$ cat config.mk
export PLATFORM = sky130hd
export DESIGN_NAME = result_streamer_flat
export DESIGN_NICKNAME = d
export VERILOG_FILES = /design/src/rtl/result_streamer_if.sv /design/src/rtl/result_streamer.sv /design/src/flat_wrapper.sv
export SDC_FILE = /design/constraint.sdc
export NUM_CORES = 1
export LEC_CHECK = 0
export CORE_ASPECT_RATIO = 0.75
export CORE_MARGIN = 2
export CORE_UTILIZATION = 47
export CTS_CLUSTER_SIZE = 8
export DETAILED_ROUTE_END_ITERATION = 10
export PLACE_DENSITY_LB_ADDON = 0.3
export SLEW_MARGIN = 0
export SYNTH_ARGS = -nofsm -noshare
export SYNTH_HDL_FRONTEND = slang
export SYNTH_SLANG_ARGS = --single-unit
$ cat constraint.sdc
create_clock -name CLOCK_50 -period 2.55 [get_ports CLOCK_50]
set_input_delay 0.3825 -clock CLOCK_50 [delete_from_list [all_inputs] [get_ports CLOCK_50]]
set_output_delay 0.3825 -clock CLOCK_50 [all_outputs]
set_load 0.02 [all_outputs]
$ cat src/rtl/result_streamer_if.sv
// result_streamer_if : valid/ready word stream carrying big-endian result words.
`default_nettype none

interface result_streamer_if;
  logic        out_valid;
  logic        out_ready;
  logic [31:0] out_data;
  logic        out_last;

  modport master (
    output out_valid,
    output out_data,
    output out_last,
    input  out_ready
  );

  modport slave (
    input  out_valid,
    input  out_data,
    input  out_last,
    output out_ready
  );
endinterface

`default_nettype wire

$ cat src/rtl/result_streamer.sv
// result_streamer : on a done rising edge, reads the M x N2 result matrix byte-wise from data memory
// and streams big-endian 32-bit words; optional macro STATS_EN prepends a {clock_count, instr_cnt} header.
`default_nettype none

module result_streamer #(
  parameter int M      = 3,
  parameter int N      = 4,
  parameter int N2     = 1,
  parameter int ADDR_W = 8
) (
  input  logic              CLOCK_50,
  input  logic              reset,
  input  logic              done,
  input  logic [15:0]       clock_count,
  input  logic [15:0]       instr_cnt,
  output logic [ADDR_W-1:0] mem_addr,
  input  logic [7:0]        mem_rdata,
  result_streamer_if.master o_stream,
  output logic              busy,
  output logic              finished
);

  localparam int RES_BASE = 4 * (M * N + N * N2);
  localparam int WORDS    = M * N2;
  localparam int WIDX_W   = (WORDS > 1) ? $clog2(WORDS) : 1;
  localparam logic [WIDX_W-1:0] LAST_WIDX = WIDX_W'(WORDS - 1);

  typedef enum logic [1:0] {
    S_IDLE     = 2'd0,
    S_FETCH    = 2'd1,
    S_HOLD     = 2'd2,
    S_FINISHED = 2'd3
  } state_t;

  state_t              r_state;
  logic [WIDX_W-1:0]   r_widx;
  logic [2:0]          r_cnt;
  logic [23:0]         r_acc;
  logic                r_done_q;
  logic [ADDR_W-1:0]   r_mem_addr;
  logic                r_valid;
  logic [31:0]         r_data;
  logic                r_last;
  logic                r_busy;
  logic                r_finished;
`ifdef STATS_EN
  logic                r_hdr;
`else
  logic                w_unused_stats;
  assign w_unused_stats = ^{clock_count, instr_cnt};
`endif

  logic w_trigger;
  logic w_handshake;
  logic w_last_word;

  assign w_trigger   = done & ~r_done_q;
  assign w_handshake = r_valid & o_stream.out_ready;
  assign w_last_word = (r_widx == LAST_WIDX);

  function automatic logic [ADDR_W-1:0] addr_of(input logic [WIDX_W-1:0] w, input logic [1:0] b);
    return ADDR_W'(RES_BASE) + (ADDR_W'(w) << 2) + ADDR_W'(b);
  endfunction

  // r_cnt counts edges spent in FETCH: addresses go out on counts 0..2 (offset cnt+1),
  // bytes come back one edge behind the address and are captured on counts 1..4.
  always_ff @(posedge CLOCK_50 or posedge reset) begin
    if (reset) begin
      r_state    <= S_IDLE;
      r_widx     <= '0;
      r_cnt      <= '0;
      r_acc      <= '0;
      r_done_q   <= 1'b0;
      r_mem_addr <= '0;
      r_valid    <= 1'b0;
      r_data     <= '0;
      r_last     <= 1'b0;
      r_busy     <= 1'b0;
      r_finished <= 1'b0;
`ifdef STATS_EN
      r_hdr      <= 1'b0;
`endif
    end else begin
      r_done_q <= done;
      case (r_state)
        S_IDLE, S_FINISHED: begin
          if (w_trigger) begin
            r_busy     <= 1'b1;
            r_finished <= 1'b0;
            r_widx     <= '0;
            r_cnt      <= '0;
            r_mem_addr <= addr_of('0, 2'd0);
`ifdef STATS_EN
            r_data     <= {clock_count, instr_cnt};
            r_valid    <= 1'b1;
            r_last     <= 1'b0;
            r_hdr      <= 1'b1;
            r_state    <= S_HOLD;
`else
            r_state    <= S_FETCH;
`endif
          end
        end

        S_FETCH: begin
          r_cnt <= r_cnt + 3'd1;
          if (r_cnt < 3'd3) begin
            r_mem_addr <= addr_of(r_widx, 2'(r_cnt + 3'd1));
          end
          if (r_cnt != 3'd0) begin
            r_acc <= {r_acc[15:0], mem_rdata};
          end
          if (r_cnt == 3'd4) begin
            r_data  <= {r_acc, mem_rdata};
            r_valid <= 1'b1;
            r_last  <= w_last_word;
            r_state <= S_HOLD;
          end
        end

        S_HOLD: begin
          if (w_handshake) begin
            r_valid <= 1'b0;
            r_last  <= 1'b0;
`ifdef STATS_EN
            if (r_hdr) begin
              r_hdr      <= 1'b0;
              r_cnt      <= '0;
              r_mem_addr <= addr_of('0, 2'd0);
              r_state    <= S_FETCH;
            end else
`endif
            if (!w_last_word) begin
              r_widx     <= r_widx + 1'b1;
              r_cnt      <= '0;
              r_mem_addr <= addr_of(r_widx + 1'b1, 2'd0);
              r_state    <= S_FETCH;
            end else begin
              r_busy     <= 1'b0;
              r_finished <= 1'b1;
              r_state    <= S_FINISHED;
            end
          end
        end

        default: r_state <= S_IDLE;
      endcase
    end
  end

  assign mem_addr           = r_mem_addr;
  assign o_stream.out_valid = r_valid;
  assign o_stream.out_data  = r_data;
  assign o_stream.out_last  = r_last;
  assign busy               = r_busy;
  assign finished           = r_finished;

endmodule

`default_nettype wire

$ cat src/flat_wrapper.sv
// flat-port wrapper written by rule: the top's interface ports become plain ports
module result_streamer_flat 
#(
  parameter int M      = 3,
  parameter int N      = 4,
  parameter int N2     = 1,
  parameter int ADDR_W = 8
)
  (CLOCK_50, reset, done, clock_count, instr_cnt, mem_addr, mem_rdata, busy, finished, o_stream_out_valid, o_stream_out_data, o_stream_out_last, o_stream_out_ready);
  result_streamer_if o_stream_i ();
  input  logic CLOCK_50;
  input  logic reset;
  input  logic done;
  input  logic [15:0] clock_count;
  input  logic [15:0] instr_cnt;
  output logic [ADDR_W-1:0] mem_addr;
  input  logic [7:0] mem_rdata;
  output logic busy;
  output logic finished;
  output wire logic [$bits(o_stream_i.out_valid)-1:0] o_stream_out_valid;
  output wire logic [$bits(o_stream_i.out_data)-1:0] o_stream_out_data;
  output wire logic [$bits(o_stream_i.out_last)-1:0] o_stream_out_last;
  input wire logic [$bits(o_stream_i.out_ready)-1:0] o_stream_out_ready;
  assign o_stream_out_valid = o_stream_i.out_valid;
  assign o_stream_out_data = o_stream_i.out_data;
  assign o_stream_out_last = o_stream_i.out_last;
  assign o_stream_i.out_ready = o_stream_out_ready;
  result_streamer #(.M(M), .N(N), .N2(N2), .ADDR_W(ADDR_W)) u_core (.CLOCK_50(CLOCK_50), .reset(reset), .done(done), .clock_count(clock_count), .instr_cnt(instr_cnt), .mem_addr(mem_addr), .mem_rdata(mem_rdata), .o_stream(o_stream_i), .busy(busy), .finished(finished));
endmodule
==> impl_metrics.toml <==
[outcome]
status = "finished clean"

[floorplan]
core-area_sq_um = 6319
ios = 88
die_h_um = 73.93
fp-row-count = 25
die_w_um = 97.24
initial_core_util_pct = 48.50
die-area_sq_um = 7188

[timing]
grt_setup_unrepaired = "no"
min_period_ns = 1.987
max_slew_margin_pct = 64.90
period_share_pct = 77.92
tightest_slew_ns = 0.5265
finalSetupViolations = 0
slew_viol_final = 0
fmax_ghz = 0.5033
skew_ns = 0.009228
finalSetupTns_ns = 0
hold_viol = 0

[clock_network]
cts.clk_slew.worst_paths_ns = 0.08
cts_resized = 0
cts-root-buf = "clkbuf_8"
cts.htree.levels = 3
numCtsBuffers = 9
clkLatencyLatePin_ns = 0.34
cts_tree = "yes"
clockBufferDepth = 2
cts_setup_buffers = 0
cts.sinks = 73
cts_hold_buffers = 0

[worst_setup_path]
critical_path_class = "flip-flop to flip-flop"
crit_fanout = 14
rrSetupSlack_ns = 0.56
worst_r2r_path_depth = 6
crit_start = "u_core.r_state[0]$_DFFE_PP0P_"
critPathRequiredTime_ns = 2.78
worstSetupStartpointType = "flip-flop"
cp_top_family = "compound AO/OA/AOI/OAI gates"
reg2reg_from = "u_core.r_state[0]$_DFFE_PP0P_"
r2r_end = "u_core.mem_addr[2]$_DFFE_PP0P_"
critPathArrivalTime_ns = 2.22
crit_buf_inv = 1
crit_path_max_incr_delay_ns = 0.38
crit_path_end = "u_core.mem_addr[2]$_DFFE_PP0P_"
slowest_stage = "dfrtp_1"
crit_path_cell_trace = "inv_1 -> ha_1 -> a21boi_4 -> a221oi_4 -> o21ai_2 -> mux2_4"
path_depth = 6
setup.worst_path.end_class = "flip-flop"

[detailed_routing]
route.detailed.drc = 0
ant_nets = 0
avgRoutedWirePerCell_um = 14.28
drtIter0Drc = 104
via_count = 1841
firstDrtPassIters = 4
post_drt_via_cell_ratio = 5.114
totalWireLength_mm = 5.140

[final_layout]
multi_input_comb_area_sq_um = 1130
fin_cells = 360
final_common_cell = "dfrtp_1"
layout-drive-gt1-share_pct = 30.47
seq_area_sq_um = 1827
nFillCells = 493
final_cell_mix = "dfrtp_1, mux2_2, clkdlybuf4s50_1"
nNetsFinal = 325
syn_to_final_growth_pct = 28.34
diodes = 0

[power]
p_leak_nw = 1.755
ir_worst_vdd_mv = 0.5965
cellPowerDensity_nw_per_um2 = 1404

[place]
port_buffers = 52
routabilityCongestion = 0.7034
placedCellCount = 345
dpl.hpwl_mm = 3.608

[min_path]
min_path_type = "input pin to async pin"

[synthesis]
avgSynthCellArea_sq_um = 14.06
yosys-top-cells-area = "dfrtp_1, mux2_2, ha_1"
synth_cell_type_count = 33
yosysSeqAreaShare_pct = 59.62
synth_seq_cells = 73
synth_cells = 218
synth_top_area_share_pct = 59.62
ys_warn_count = 0
synth_area_leader_cell = "dfrtp_1"
syn_area_sq_um = 3064

[global_route]
grt_max_degree = 43
antenna_found_initial = 0
grt_overflow = 0
grtUsageTotal_pct = 15.85
grt_first_pass_wirelength_mm = 8.756
grt_pass1_vias = 1781

[flow_run]
drv_cap = 0
-- Yosys cell counts --
cell type	number
nor2b_1	1
buf_2	8
a21oi_1	7
a32o_1	1
o22a_1	1
dfrtp_1	73
o311ai_0	1
o21ai_0	6
mux2_2	56
o22ai_1	1
nor2_1	4
a21boi_4	1
a21o_1	4
o32ai_1	1
inv_1	11
nand4b_1	1
a221oi_4	1
nand3_2	1
nand2_1	8
o21ai_2	2
nand2b_1	3
nand2b_4	1
clkbuf_1	1
o221ai_1	1
ha_1	6
conb_1	1
mux2i_1	2
a22o_1	2
and2_1	1
nand3_1	4
or4_1	1
buf_4	4
mux2_4	2
-- metal layers --
metal	track usage, %	vias up	part of all wire, %
met5	0	-	0
met4	5.093	0	1.3
met3	6.185	6	5.4
met2	22.84	49	44
met1	22.40	906	49
li1	-	880	-
-- through the flow --
step	cell area [sq um]	setup WS (ns)	hold slack, ns	power, mW	utilization, %
6_report	3933	0.5631	0.3213	5.520	62.24
5_1_grt	3933	0.3993	0.3367	5.887	62.24
4_1_cts	3933	0.5615	0.3187	5.591	62.24
3_5_place_dp	3682	0.5287	0.4578	4.463	58.28
3_3_place_gp	3682	0.5447	0.4487	4.381	58.28
2_1_floorplan	3072	0.3142	0.4139	3.583	-
-- worst min-delay path by stage --
stage | start | end | cells past startpoint
global placement | u_core.mem_addr[6]$_DFFE_PP0P_ | u_core.mem_addr[6]$_DFFE_PP0P_ | 1
floorplan | done | u_core.r_done_q$_DFF_PP0_ | 0
finish | reset | u_core.o_stream.out_data[3]$_DFFE_PP0P_ | 2
detailed placement | u_core.mem_addr[6]$_DFFE_PP0P_ | u_core.mem_addr[6]$_DFFE_PP0P_ | 1
global route | reset | u_core.o_stream.out_data[3]$_DFFE_PP0P_ | 2
CTS | reset | u_core.o_stream.out_data[3]$_DFFE_PP0P_ | 2
-- where the power goes --
group          total [mW]  internal, mW  switching (mW)
combinational        2.40          1.27            1.13
sequential           2.01          1.69           0.320
clock                1.11         0.702           0.407
-- state kept, by name, summed over array words and instances (netlist names), 2 cells and up --
name                      cells
u_core.r_state                2
u_core.mem_addr               5
u_core.r_acc                 24
u_core.r_widx                 2
u_core.r_cnt                  3
u_core.o_stream.out_data     32
-- logic make-up after synthesis --
family / after synthesis / share of synthesized area [%]
other: 1 / 0.1224
multiplexers: 60 / 22.21
buffers and inverters: 24 / 3.757
AO/OA/AOI/OAI: 29 / 7.392
adder cells (fa/ha/maj): 6 / 2.450
AND/OR/NAND/NOR: 25 / 4.451
flip-flops: 73 / 59.62
-- area by class of cell --
class,count,share of cell area [%]
multi-input cells,123,28.73
well taps,81,2.577
inverters,11,1.050
flip-flops and latches,73,46.45
clock inverters,4,2.514
clock buffers,11,3.850
repair buffers,57,14.83
(Power assumes the default switching activity.)
